<file path="src/rtl/cb_pkg.sv">
`default_nettype none
// ============================================================================
// Module   : cb_pkg
// Purpose  : Shared widths and FSM state encoding for the circular-buffer
//            block read sequencer and its helpers.
// Revision : 1.0  initial release
// ============================================================================
package cb_pkg;

  localparam int CB_DW    = 18;               // sample width (signed)
  localparam int CB_LANES = 4;                // samples per block
  localparam int CB_AW    = 12;               // relative block address width
  localparam int CB_SUMW  = 20;               // lane-sum width (signed)
  localparam int CB_BW    = CB_DW * CB_LANES; // block data width

  typedef enum logic [1:0] {
    IDLE    = 2'd0,
    ISSUE   = 2'd1,
    CAPTURE = 2'd2
  } cb_state_e;

endpackage
`default_nettype wire

</file>
<file path="src/rtl/cb_sum4.sv">
`default_nettype none
// ============================================================================
// Module   : cb_sum4
// Purpose  : Combinational signed sum of the four 18-bit lanes of one block.
//            Each lane is sign-extended to the 20-bit result width first, so
//            the sum of four full-scale lanes cannot overflow.
// Ports    : data_i [71:0] four packed signed lanes, lane 0 in [17:0]
//            sum_o  [19:0] signed sum of all lanes
// Revision : 1.0  initial release
// ============================================================================
module cb_sum4
  import cb_pkg::*;
(
  input  logic [CB_BW-1:0]   data_i,
  output logic [CB_SUMW-1:0] sum_o
);

  always_comb begin
    sum_o = '0;
    for (int l = 0; l < CB_LANES; l++) begin
      sum_o = sum_o + {{(CB_SUMW-CB_DW){data_i[l*CB_DW + CB_DW-1]}},
                       data_i[l*CB_DW +: CB_DW]};
    end
  end

endmodule
`default_nettype wire

</file>
<file path="src/rtl/cb_rd_seq.sv">
`default_nettype none
// ============================================================================
// Module   : cb_rd_seq
// Purpose  : Reads NBLK consecutive 4-sample blocks from a circular buffer
//            read port. Each block address is held for two cycles (ISSUE,
//            CAPTURE) so a registered-read RAM has its data ready when the
//            block is captured at the end of CAPTURE.
// Config   : CB_RD_SEQ_SUM_EN - when defined, a registered signed sum of the
//            four lanes is produced alongside dout; otherwise sum is tied 0
//            and no adder exists. The port list is the same either way.
// Ports    : clock    master clock, rising edge
//            reset    synchronous active-high reset
//            start    one-cycle request for a read sequence
//            addrin   [11:0] relative block address (0 while idle)
//            dbuf     [71:0] buffer read data, newest sample in [71:54]
//            dout     [71:0] registered block data
//            dvalid   dout holds a new block this cycle
//            dfirst   qualifies dvalid for block 0
//            dlast    qualifies dvalid for block NBLK-1
//            busy     sequence in progress
//            done     one-cycle pulse with the last dvalid
//            overrun  sticky: a start arrived while busy and was dropped
//            sum      [19:0] registered signed lane sum of dout
// Revision : 1.0  initial release
// ============================================================================
module cb_rd_seq
  import cb_pkg::*;
#(
  parameter int NBLK = 256
) (
  input  logic               clock,
  input  logic               reset,
  input  logic               start,
  output logic [CB_AW-1:0]   addrin,
  input  logic [CB_BW-1:0]   dbuf,
  output logic [CB_BW-1:0]   dout,
  output logic               dvalid,
  output logic               dfirst,
  output logic               dlast,
  output logic               busy,
  output logic               done,
  output logic               overrun,
  output logic [CB_SUMW-1:0] sum
);

  // Compared in the counter's own 12 bits so NBLK=4096 terminates at 4095.
  localparam logic [CB_AW-1:0] LAST_BLK = CB_AW'(NBLK - 1);

  cb_state_e        state_q, state_d;
  logic [CB_AW-1:0] blk_q, blk_d;
  logic [CB_BW-1:0] dout_q;
  logic             dvalid_q, dfirst_q, dlast_q, done_q, overrun_q;
  logic             capture;
  logic             is_last;

  assign is_last = (blk_q == LAST_BLK);

  always_comb begin
    state_d = state_q;
    blk_d   = blk_q;
    capture = 1'b0;
    case (state_q)
      IDLE: begin
        if (start) begin
          state_d = ISSUE;
          blk_d   = '0;
        end
      end
      ISSUE: begin
        state_d = CAPTURE;
      end
      CAPTURE: begin
        capture = 1'b1;
        if (is_last) begin
          state_d = IDLE;
        end else begin
          state_d = ISSUE;
          blk_d   = blk_q + 1'b1;
        end
      end
      default: begin
        state_d = IDLE;
      end
    endcase
  end

  always_ff @(posedge clock) begin
    if (reset) begin
      state_q   <= IDLE;
      blk_q     <= '0;
      dout_q    <= '0;
      dvalid_q  <= 1'b0;
      dfirst_q  <= 1'b0;
      dlast_q   <= 1'b0;
      done_q    <= 1'b0;
      overrun_q <= 1'b0;
    end else begin
      state_q  <= state_d;
      blk_q    <= blk_d;
      dvalid_q <= capture;
      dfirst_q <= capture && (blk_q == '0);
      dlast_q  <= capture && is_last;
      done_q   <= capture && is_last;
      if (capture) begin
        dout_q <= dbuf;
      end
      // A start seen while busy is dropped; only the flag records it.
      if (start && (state_q != IDLE)) begin
        overrun_q <= 1'b1;
      end
    end
  end

  assign busy    = (state_q != IDLE);
  assign addrin  = busy ? blk_q : '0;
  assign dout    = dout_q;
  assign dvalid  = dvalid_q;
  assign dfirst  = dfirst_q;
  assign dlast   = dlast_q;
  assign done    = done_q;
  assign overrun = overrun_q;

`ifdef CB_RD_SEQ_SUM_EN
  logic [CB_SUMW-1:0] lane_sum;
  logic [CB_SUMW-1:0] sum_q;

  cb_sum4 u_sum4 (
    .data_i (dbuf),
    .sum_o  (lane_sum)
  );

  // Loaded on the same edge as dout so the pair always matches.
  always_ff @(posedge clock) begin
    if (reset) begin
      sum_q <= '0;
    end else if (capture) begin
      sum_q <= lane_sum;
    end
  end

  assign sum = sum_q;
`else
  assign sum = '0;
`endif

endmodule
`default_nettype wire

</file>
<file path="config.mk">
export PLATFORM = sky130hd
export DESIGN_NAME = cb_rd_seq
export DESIGN_NICKNAME = d
export VERILOG_FILES = /design/src/rtl/cb_pkg.sv /design/src/rtl/cb_sum4.sv /design/src/rtl/cb_rd_seq.sv
export SDC_FILE = /design/constraint.sdc
export NUM_CORES = 1
export LEC_CHECK = 0
export CAP_MARGIN = 25
export CORE_UTILIZATION = 41
export CTS_BUF_LIST = sky130_fd_sc_hd__clkbuf_8
export CTS_CLUSTER_DIAMETER = 50
export DETAILED_ROUTE_END_ITERATION = 10
export PLACE_DENSITY_LB_ADDON = 0.2
export SLEW_MARGIN = 20
export SYNTH_ARGS = -nofsm -noshare
export SYNTH_HDL_FRONTEND = slang
export SYNTH_HIERARCHICAL = 1
export SYNTH_SLANG_ARGS = --single-unit
</file>
<file path="constraint.sdc">
create_clock -name clock -period 1.8 [get_ports clock]
set_input_delay 0.54 -clock clock [delete_from_list [all_inputs] [get_ports clock]]
set_output_delay 0.54 -clock clock [all_outputs]
set_load 0.01 [all_outputs]
</file>
==> flow_summary_export.csv, run 1 <==
group,metric,value,unit
worst_setup_path,slowest_stage,"dfxtp_2",
floorplanning,start_util,42.0,%
worst_setup_path,cp_cell_sequence,"nor2_4 > clkinvlp_4 > buf_6 > and2_4 > buf_6",
clock_tree,ctsHoldBuffers,0,
pwr,powerDensity,685,nW/µm²
route,top_layer,"met4",
sta,rsz0062_at_grt,"yes",
route,drtIter0Drc,121,
clock_tree,clk_latency,0.36,ns
worst_hold_path,hold_start,"dout[6]$_SDFFE_PP0P_",
route,routed_wl,10.7,mm
run_status,violations,"negative setup slack",
global_route,grt_pass1_wl,15.4,mm
logic_synthesis,synthTopCellsByCount,"nand2_1 (151), dfxtp_1 (90), a21oi_1 (78)",
worst_setup_path,path_common_cell,"buf_6",
sta,fmax,510,MHz
worst_setup_path,worstSetupStartpointType,"flip-flop",
floorplanning,die_w,96.3,µm
route,num_vias,3692,
clock_tree,cts_buffer_depth,2,
worst_setup_path,arrival,1.42,ns
global_route,grt_max_degree,50,
pwr,peakVddDrop,0.445,mV
logic_synthesis,synth.avg_cell_area,7.95,µm²
global_route,track_usage,21.7,%
floorplanning,die-area,9280,µm²
logic_synthesis,yosysSeqAreaShare,49.4,%
floorplanning,num_io_pins,185,
logic_synthesis,syn_area,3650,µm²
route,wl_per_cell,14.4,µm
logic_synthesis,synthTopCellsByArea,"dfxtp_1 (49%), nand2_1 (16%), a21oi_1 (11%)",
logic_synthesis,synth.most_common_cell,"nand2_1",
placement,port_buffers,164,
route,ant_nets,0,
logic_synthesis,async_reset_ff_share,0,%
worst_setup_path,cpPeakStageDelay,0.34,ns
sta,finalSetupViolCount,13,
route,vias_per_cell,4.96,
job,drv_cap,0,
layout,nets,708,
worst_setup_path,r2r_start,"blk_q[5]$_SDFFE_PP0P_",
layout,n_antenna_cell,0,
route,wl_met2,5.16,mm
worst_setup_path,cp-end-kind,"output pin",
sta,finalClockSkew,0.00874,ns
clock_tree,clock-sinks,90,
global_route,grt_pass1_vias,3209,
route,met3_length,816,µm
floorplanning,rows,34,
sta,drv_slew,0,
clock_tree,cts_buffers,9,
layout,drive_gt1_share,14.0,%
global_route,grt-ovfl-total,0,
logic_synthesis,yosysWarnings,6,
worst_hold_path,hold_path.class,"flip-flop to flip-flop",
floorplanning,dieHeight,96.3,µm
sta,post-route-period-util,109,%
route,first_pass_iters,4,
worst_setup_path,worstPathMaxFanout,4,
worst_setup_path,crit_required,1.26,ns
worst_setup_path,crit_type,"flip-flop to output pin",
run_status,status,"finished, violations left",
route,drt-met1-wl,4.54,mm
clock_tree,cts.clk_slew.worst_paths,0.09,ns
route,drc,0,
clock_tree,root_buffer,"clkbuf_8",
logic_synthesis,ys.flop_type,"dfxtp_1",
global_route,antenna_found_initial,0,
sta,fin_crit,1.96,ns
clock_tree,cts_max_level,3,
sta,whs,0.454,ns
sta,hold_violations,0,
layout,layout.cells.non_filler,744,
logic_synthesis,synth_top_area_share,49.4,%
logic_synthesis,synth_edf_count,0,
logic_synthesis,ys_types,40,
worst_setup_path,startpoint,"state_q[1]$_SDFFE_PP0P_",
clock_tree,tritoncts,"yes",
pwr,power.leakage,3.29,nW
floorplanning,coreArea,8680,µm²
logic_synthesis,yosys.area.top_type,"dfxtp_1",
logic_synthesis,synth_cells,459,
placement,gp_congestion,0.865,
placement,dp.cells,722,
sta,fin_ws,-0.160,ns
layout,area_delta_synth_final,61.7,%
logic_synthesis,ys_seq_elements,90,
placement,dpl.hpwl,7.20,mm
[layout make-up]
type / instances / area [µm²]
fillers: 731 / 2780
flip-flops and latches: 90 / 1800
repair buffers: 194 / 2070
multi-input cells: 331 / 1660
clock buffers: 9 / 124
inverters: 4 / 22.5
repair inverters: 1 / 7.51
well taps: 108 / 135
clock inverters: 7 / 68.8
[repair_timing]
item	4_1_cts	5_1_grt
resized for setup	96	70
setup endpoints to repair	26	77
buffers inserted	4	1
pin swaps	4	1
gates cloned	1	0
[per-stage QoR]
stage	util, %	setup TNS (ns)	power (mW)	setup slack (ns)	area, µm²
2_1_floorplan	-	0	2.36	0.00582	3720
3_3_place_gp	62.6	-1.27	2.67	-0.119	5440
3_5_place_dp	62.6	-1.93	2.68	-0.192	5440
4_1_cts	65.8	-1.41	4.09	-0.211	5710
5_1_grt	68.0	-2.33	4.22	-0.208	5900
6_report	68.0	-1.67	4.04	-0.160	5900
[routing by layer]
| layer | track usage (%) | vias to the layer above |
|---|---|---|
| met5 | 0 | - |
| met4 | 8.33 | 0 |
| met3 | 5.69 | 19 |
| met2 | 35.2 | 143 |
| met1 | 27.6 | 1703 |
| li1 | - | 1827 |
[state kept, by name, indices dropped and copies added, names as in the netlist]
signal,flops
blk_q,12
dfirst,1
done,1
dout,72
dvalid,1
overrun,1
state_q,2
[worst paths after layout]
kind              slack, ns                     end  cells after the start
hold reg to reg        0.45    dout[6]$_SDFFE_PP0P_                      2
setup / recovery      -0.16              addrin[11]                      5
hold / removal         0.45    dout[6]$_SDFFE_PP0P_                      2
setup reg to reg       0.23  blk_q[11]$_SDFFE_PP0P_                      5
[worst max-delay path: cells and delay by family (launching register included)]
kind	cells	cell delay, ns
buffers and inverters	3	0.42
flip-flops	1	0.34
AND/OR/NAND/NOR	2	0.30
[power breakdown]
group	switching [mW]	internal [mW]
clock	0.739	0.643
combinational	0.268	0.318
sequential	0.0266	2.05
total	1.03	3.01
[layout by cell type, fill, tap and decap left out, drive strengths merged]
cell type,netlist,routed
dfxtp,90,90
nand2,151,151
and2,11,11
o21ai,6,6
clkbuf,15,9
o31ai,3,3
buf,38,44
a311oi,4,4
and3,2,2
bufinv,0,1
inv,4,7
a32o,2,2
dlymetal6s2s,0,64
and4,3,3
o21bai,1,1
a31oi,3,3
nand4,5,5
o21a,1,1
nand2b,2,2
nor2,14,14
clkinvlp,0,2
nor3,7,7
clkinv,0,2
nor4b,1,1
nor4,3,3
nor2b,3,3
conb,1,20
clkdlybuf4s50,0,73
o211ai,2,2
a21oi,78,78
a211oi,1,1
dlygate4sd2,0,13
a41oi,1,1
a2111oi,1,1
nand3,4,4
ha,2,2
[logic make-up (layout without fill, tap and decap cells)]
family,Yosys count,after routing,synth area share [%]
compound gates,103,103,16.6
other cells,1,20,0.103
fa+ha+maj,2,2,0.686
buf+inv,57,215,8.37
simple gates,206,206,24.8
flops,90,90,49.4
Note: power is estimated with default switching activity, not from simulation.
==> inputs of run 2 (changes only) <==
--- a/config.mk
+++ b/config.mk
@@ -6,13 +6,13 @@
 export NUM_CORES = 1
 export LEC_CHECK = 0
 export CAP_MARGIN = 25
+export CORE_ASPECT_RATIO = 2
 export CORE_UTILIZATION = 41
 export CTS_BUF_LIST = sky130_fd_sc_hd__clkbuf_8
 export CTS_CLUSTER_DIAMETER = 50
 export DETAILED_ROUTE_END_ITERATION = 10
-export PLACE_DENSITY_LB_ADDON = 0.2
+export PLACE_DENSITY = 0.82
 export SLEW_MARGIN = 20
 export SYNTH_ARGS = -nofsm -noshare
 export SYNTH_HDL_FRONTEND = slang
-export SYNTH_HIERARCHICAL = 1
 export SYNTH_SLANG_ARGS = --single-unit
==> flow_summary_export.csv, run 2 <==
group,metric,value,unit
route,routed_wl,11.3,mm
clock_tree,cts_buffers,9,
logic_synthesis,synthTopCellsByCount,"nand2_1 (151), dfxtp_1 (90), a21oi_1 (78)",
worst_hold_path,hold_path.class,"flip-flop to flip-flop",
pwr,peakVddDrop,0.415,mV
sta,fmax,552,MHz
route,vias_per_cell,5.07,
clock_tree,clock-sinks,90,
global_route,grt_pass1_vias,3471,
run_status,violations,"negative setup slack",
worst_setup_path,arrival,1.27,ns
sta,fin_ws,-0.0126,ns
floorplanning,die_w,68.7,µm
route,drc,0,
layout,final_common_cell,"nand2_1",
clock_tree,cts_max_level,3,
layout,drive_gt1_share,12.9,%
worst_setup_path,r2r_start,"blk_q[0]$_SDFFE_PP0P_",
logic_synthesis,async_reset_ff_share,0,%
logic_synthesis,ys_seq_elements,90,
pwr,powerDensity,721,nW/µm²
sta,finalSetupViolCount,6,
pwr,power.leakage,2.91,nW
route,ant_nets,0,
placement,gp_congestion,0.906,
route,drtIter0Drc,175,
global_route,grt_max_degree,48,
job,drv_cap,0,
placement,port_buffers,164,
run_status,status,"finished, violations left",
global_route,track_usage,24.2,%
sta,drv_slew,0,
floorplanning,die-area,9300,µm²
worst_setup_path,cp-end-kind,"output pin",
logic_synthesis,yosys.area.top_type,"dfxtp_1",
worst_setup_path,startpoint,"state_q[1]$_SDFFE_PP0P_",
logic_synthesis,synthTopCellsByArea,"dfxtp_1 (49%), nand2_1 (16%), a21oi_1 (11%)",
logic_synthesis,synth.avg_cell_area,7.95,µm²
clock_tree,clk_latency,0.36,ns
logic_synthesis,syn_area,3650,µm²
layout,layout.cells.non_filler,727,
clock_tree,tritoncts,"yes",
floorplanning,rows,48,
logic_synthesis,ys_types,40,
clock_tree,cts.clk_slew.worst_paths,0.09,ns
route,num_vias,3689,
logic_synthesis,synth.most_common_cell,"nand2_1",
clock_tree,root_buffer,"clkbuf_8",
logic_synthesis,ys.flop_type,"dfxtp_1",
sta,hold_violations,0,
floorplanning,num_io_pins,185,
floorplanning,coreArea,8650,µm²
pwr,power,4.13,mW
logic_synthesis,synth_cells,459,
worst_setup_path,crit_required,1.26,ns
worst_setup_path,worstPathMaxFanout,6,
clock_tree,cts_buffer_depth,2,
worst_setup_path,worstSetupStartpointType,"flip-flop",
global_route,grt-ovfl-total,0,
sta,rsz0062_at_grt,"yes",
global_route,antenna_found_initial,0,
route,first_pass_iters,4,
placement,dp.cells,711,
logic_synthesis,synth_edf_count,0,
layout,fin_util,66.1,%
route,wl_per_cell,15.5,µm
worst_setup_path,crit_type,"flip-flop to output pin",
worst_setup_path,endpoint,"addrin[2]",
layout,nets,700,
worst_setup_path,rr_endpoint,"blk_q[3]$_SDFFE_PP0P_",
sta,fin_crit,1.81,ns
floorplanning,dieHeight,135,µm
placement,dpl.hpwl,8.15,mm
global_route,grt_pass1_wl,16.5,mm
sta,finalClockSkew,0.0108,ns
worst_setup_path,r2r_cells,5,
sta,post-route-period-util,101,%
logic_synthesis,yosysSeqAreaShare,49.4,%
layout,n_antenna_cell,0,
layout,largest_reg_flops,72,
layout,mostFrequentLayoutCells,"nand2_1 (151), dfxtp_1 (86), clkdlybuf4s50_1 (81), a21oi_1 (78), dlymetal6s2s_1 (41)",
logic_synthesis,synth_top_area_share,49.4,%
floorplanning,start_util,42.2,%
worst_setup_path,reg2reg_slack,0.10,ns
layout,area_delta_synth_final,56.8,%
logic_synthesis,yosysWarnings,0,
[run 2: final cells by class]
type,instances,area (µm²)
Multi-Input combinational cell,331,1670
Inverter,4,15.0
Clock buffer,11,151
Timing Repair Buffer,187,1890
Clock inverter,4,67.6
Tap cell,100,125
Fill cell,735,2930
Sequential cell,90,1810
[run 2: how the worst min path moves through the flow]
stage / slack [ns] / start / depth (start not counted) / to
detailed placement: 0.45 / dout[65]$_SDFFE_PP0P_ / 2 / dout[65]$_SDFFE_PP0P_
floorplan: 0.48 / dout[0]$_SDFFE_PP0P_ / 2 / dout[0]$_SDFFE_PP0P_
CTS: 0.46 / dout[34]$_SDFFE_PP0P_ / 2 / dout[34]$_SDFFE_PP0P_
global placement: 0.44 / dout[37]$_SDFFE_PP0P_ / 2 / dout[37]$_SDFFE_PP0P_
global route: 0.47 / dout[31]$_SDFFE_PP0P_ / 2 / dout[31]$_SDFFE_PP0P_
finish: 0.45 / dout[31]$_SDFFE_PP0P_ / 2 / dout[31]$_SDFFE_PP0P_
[run 2: metal layers]
| layer | GRT usage, % | share of wire [%] | up-vias |
|---|---|---|---|
| li1 | - | - | 1801 |
| met1 | 23.2 | 34 | 1716 |
| met2 | 45.9 | 58 | 143 |
| met3 | 3.54 | 4.7 | 29 |
| met4 | 13.0 | 3.1 | 0 |
| met5 | 0 | 0 | - |
[run 2: timing repair]
item / CTS / global route
hold buffers: 0 / 0
setup endpoints to repair: 41 / 55
pin swaps: 3 / 6
resized for setup: 98 / 53
setup buffers: 1 / 1
[run 2: cells by family (layout without fill, tap and decap cells)]
| logic type | after synthesis | after routing | synth area share [%] |
|---|---|---|---|
| buf+inv | 57 | 206 | 8.37 |
| flops | 90 | 90 | 49.4 |
| fa+ha+maj | 2 | 2 | 0.686 |
| compound gates | 103 | 103 | 16.6 |
| simple gates | 206 | 206 | 24.8 |
| other cells | 1 | 20 | 0.103 |
[run 2: worst max-delay path, cell delays in order (launching register included)]
cell     delay [ns]
dfxtp_2        0.34
nor2_4         0.12
inv_2          0.05
buf_6          0.13
and2_4         0.16
buf_6          0.11
[run 2: report_power, final]
part / internal [mW] / switching [mW] / leakage, nW / total [mW]
logic: 0.283 / 0.258 / 2.06 / 0.541
clock network: 0.841 / 0.668 / 0.118 / 1.51
registers: 2.05 / 0.0283 / 0.731 / 2.07
total: 3.17 / 0.955 / 2.91 / 4.13
[run 2: metrics by stage]
stage | worst slack (ns) | hold slack, ns | setup TNS, ns | instance area, µm²
floorplan | 0.00582 | 0.481 | 0 | 3720
finish | -0.0126 | 0.454 | -0.0454 | 5720
global route | -0.0489 | 0.467 | -0.365 | 5720
CTS | -0.0259 | 0.456 | -0.148 | 5580
global placement | -0.0296 | 0.441 | -0.248 | 5380
detailed placement | -0.0512 | 0.446 | -0.241 | 5380
==> RTL change (settings of run 2) <==
Encoding of `cb_state_e`: now one-hot (3 bits for 3 states).
--- a/src/rtl/cb_pkg.sv
+++ b/src/rtl/cb_pkg.sv
@@ -14,8 +14,8 @@
   localparam int CB_BW    = CB_DW * CB_LANES; // block data width
 
-  typedef enum logic [1:0] {
-    IDLE    = 2'd0,
-    ISSUE   = 2'd1,
-    CAPTURE = 2'd2
+  typedef enum logic [2:0] {
+    IDLE    = 3'b001,
+    ISSUE   = 3'b010,
+    CAPTURE = 3'b100
   } cb_state_e;
 
Function: same outputs for any inputs over 10 cycles, from zero or initial values and one cycle with reset high; not proved beyond that.
==> RTL change against run 2 <==
  * The flow still finishes with violations (negative setup slack)
  * Sequential cell count rose by 1
  * Core utilization rose by 0.80 points
  * Fmax fell by 6.6%
  * First-iteration DRC count fell by 6.9%
  * Routed wire length fell by 2.5%
  * Critical endpoint is now addrin[11]
  * Total power rose by 4.4%
  * Synthesized area fell by 0.14%
  * Critical path depth did not move
  * Cell area rose by 1.2%
  * Count of clock-buffer cells in the layout fell by 2
  * Worst setup slack got worse by 0.13 ns
  * Clock skew barely moved
  * Combinational power rose by 87%
==> RTL change: results (changes against run 2) <==
status: complete, but fails checks (unchanged)
failing checks: negative setup slack (unchanged)
number of global-route vias before repair: 3585 (was 3471)
Seq/Total Area, Yosys: 50.0% (was 49.4%)
first-pass GRT wire length: 16500 um (about the same)
P_clk: 0.00121 W (was 0.00151 W)
Iteration-0 DRC Markers: 163 (was 175)
worst-path maximum fanout: 4 (was 6)
area share of fa/ha/maj cells after synthesis: 0.687% (was 0.686%)
layout cells sized above 1: 14.8% (was 12.9%)
final setup violation count: 13 (was 6)
CP arrival: 1.40 ns (was 1.27 ns)
placed cell count: 709 (was 711)
DRT Wirelength: 11000 um (was 11300 um)
pre-CTS setup slack: -0.521 ns (was -0.0512 ns)
final setup TNS: -1.22 ns (was -0.0454 ns)
leading cell types by total area after synthesis: dfxtp_1, nand2_1, a21oi_1 (unchanged)
Final Worst Setup Slack: -0.140 ns (was -0.0126 ns)
Syn Inst Count: 454 (was 459)
vias: 3765 (was 3689)
Comb power: 0.00101 W (was 0.000541 W)
compound-cell area share of the yosys netlist: 16.4% (was 16.6%)
synth cell count leaders: nand2_1, dfxtp_1, a21oi_1, clkbuf_1, buf_4 (was nand2_1, dfxtp_1, a21oi_1, buf_4, clkbuf_1)
gpl congestion: 0.858 (was 0.906)
Max IR drop VDD: 0.000517 V (was 0.000415 V)
CP top delay family: buffers and inverters (was flip-flops)
RTL change: final cells by class:
cell class              instances  area [um^2]
inverters                       4         17.5
repair buffers                201         1970
clock buffers                   9          124
multi-input cells             325         1680
well taps                     100          125
clock inverters                 7         46.3
fillers                       743         2860
flip-flops and latches         91         1830
RTL change: per-layer routing:
layer  wire (um)  part of all wire, %  global-route usage, %  vias to the layer above
li1            -                    -                      -                     1827
met1        3690                   34                   22.2                     1752
met2        6360                   58                   46.0                      157
met3         625                  5.7                   5.05                       29
met4         305                  2.8                   10.8                        0
met5           0                    0                      0                        -
RTL change: worst paths after layout:
check | cells past startpoint | start | slack [ns] | end
hold reg to reg | 2 | dout[49] | 0.45 | dout[49]
hold / removal | 2 | dout[49] | 0.45 | dout[49]
setup reg to reg | 5 | blk_q[8] | 0 | blk_q[7]
setup / recovery | 5 | state_q[2] | -0.14 | addrin[11]
RTL change: repair_timing:
action	CTS	global route
pin swaps	1	9
resized for setup	112	53
endpoints found under the setup margin	63	60
gates cloned	2	1
buffers inserted	7	2
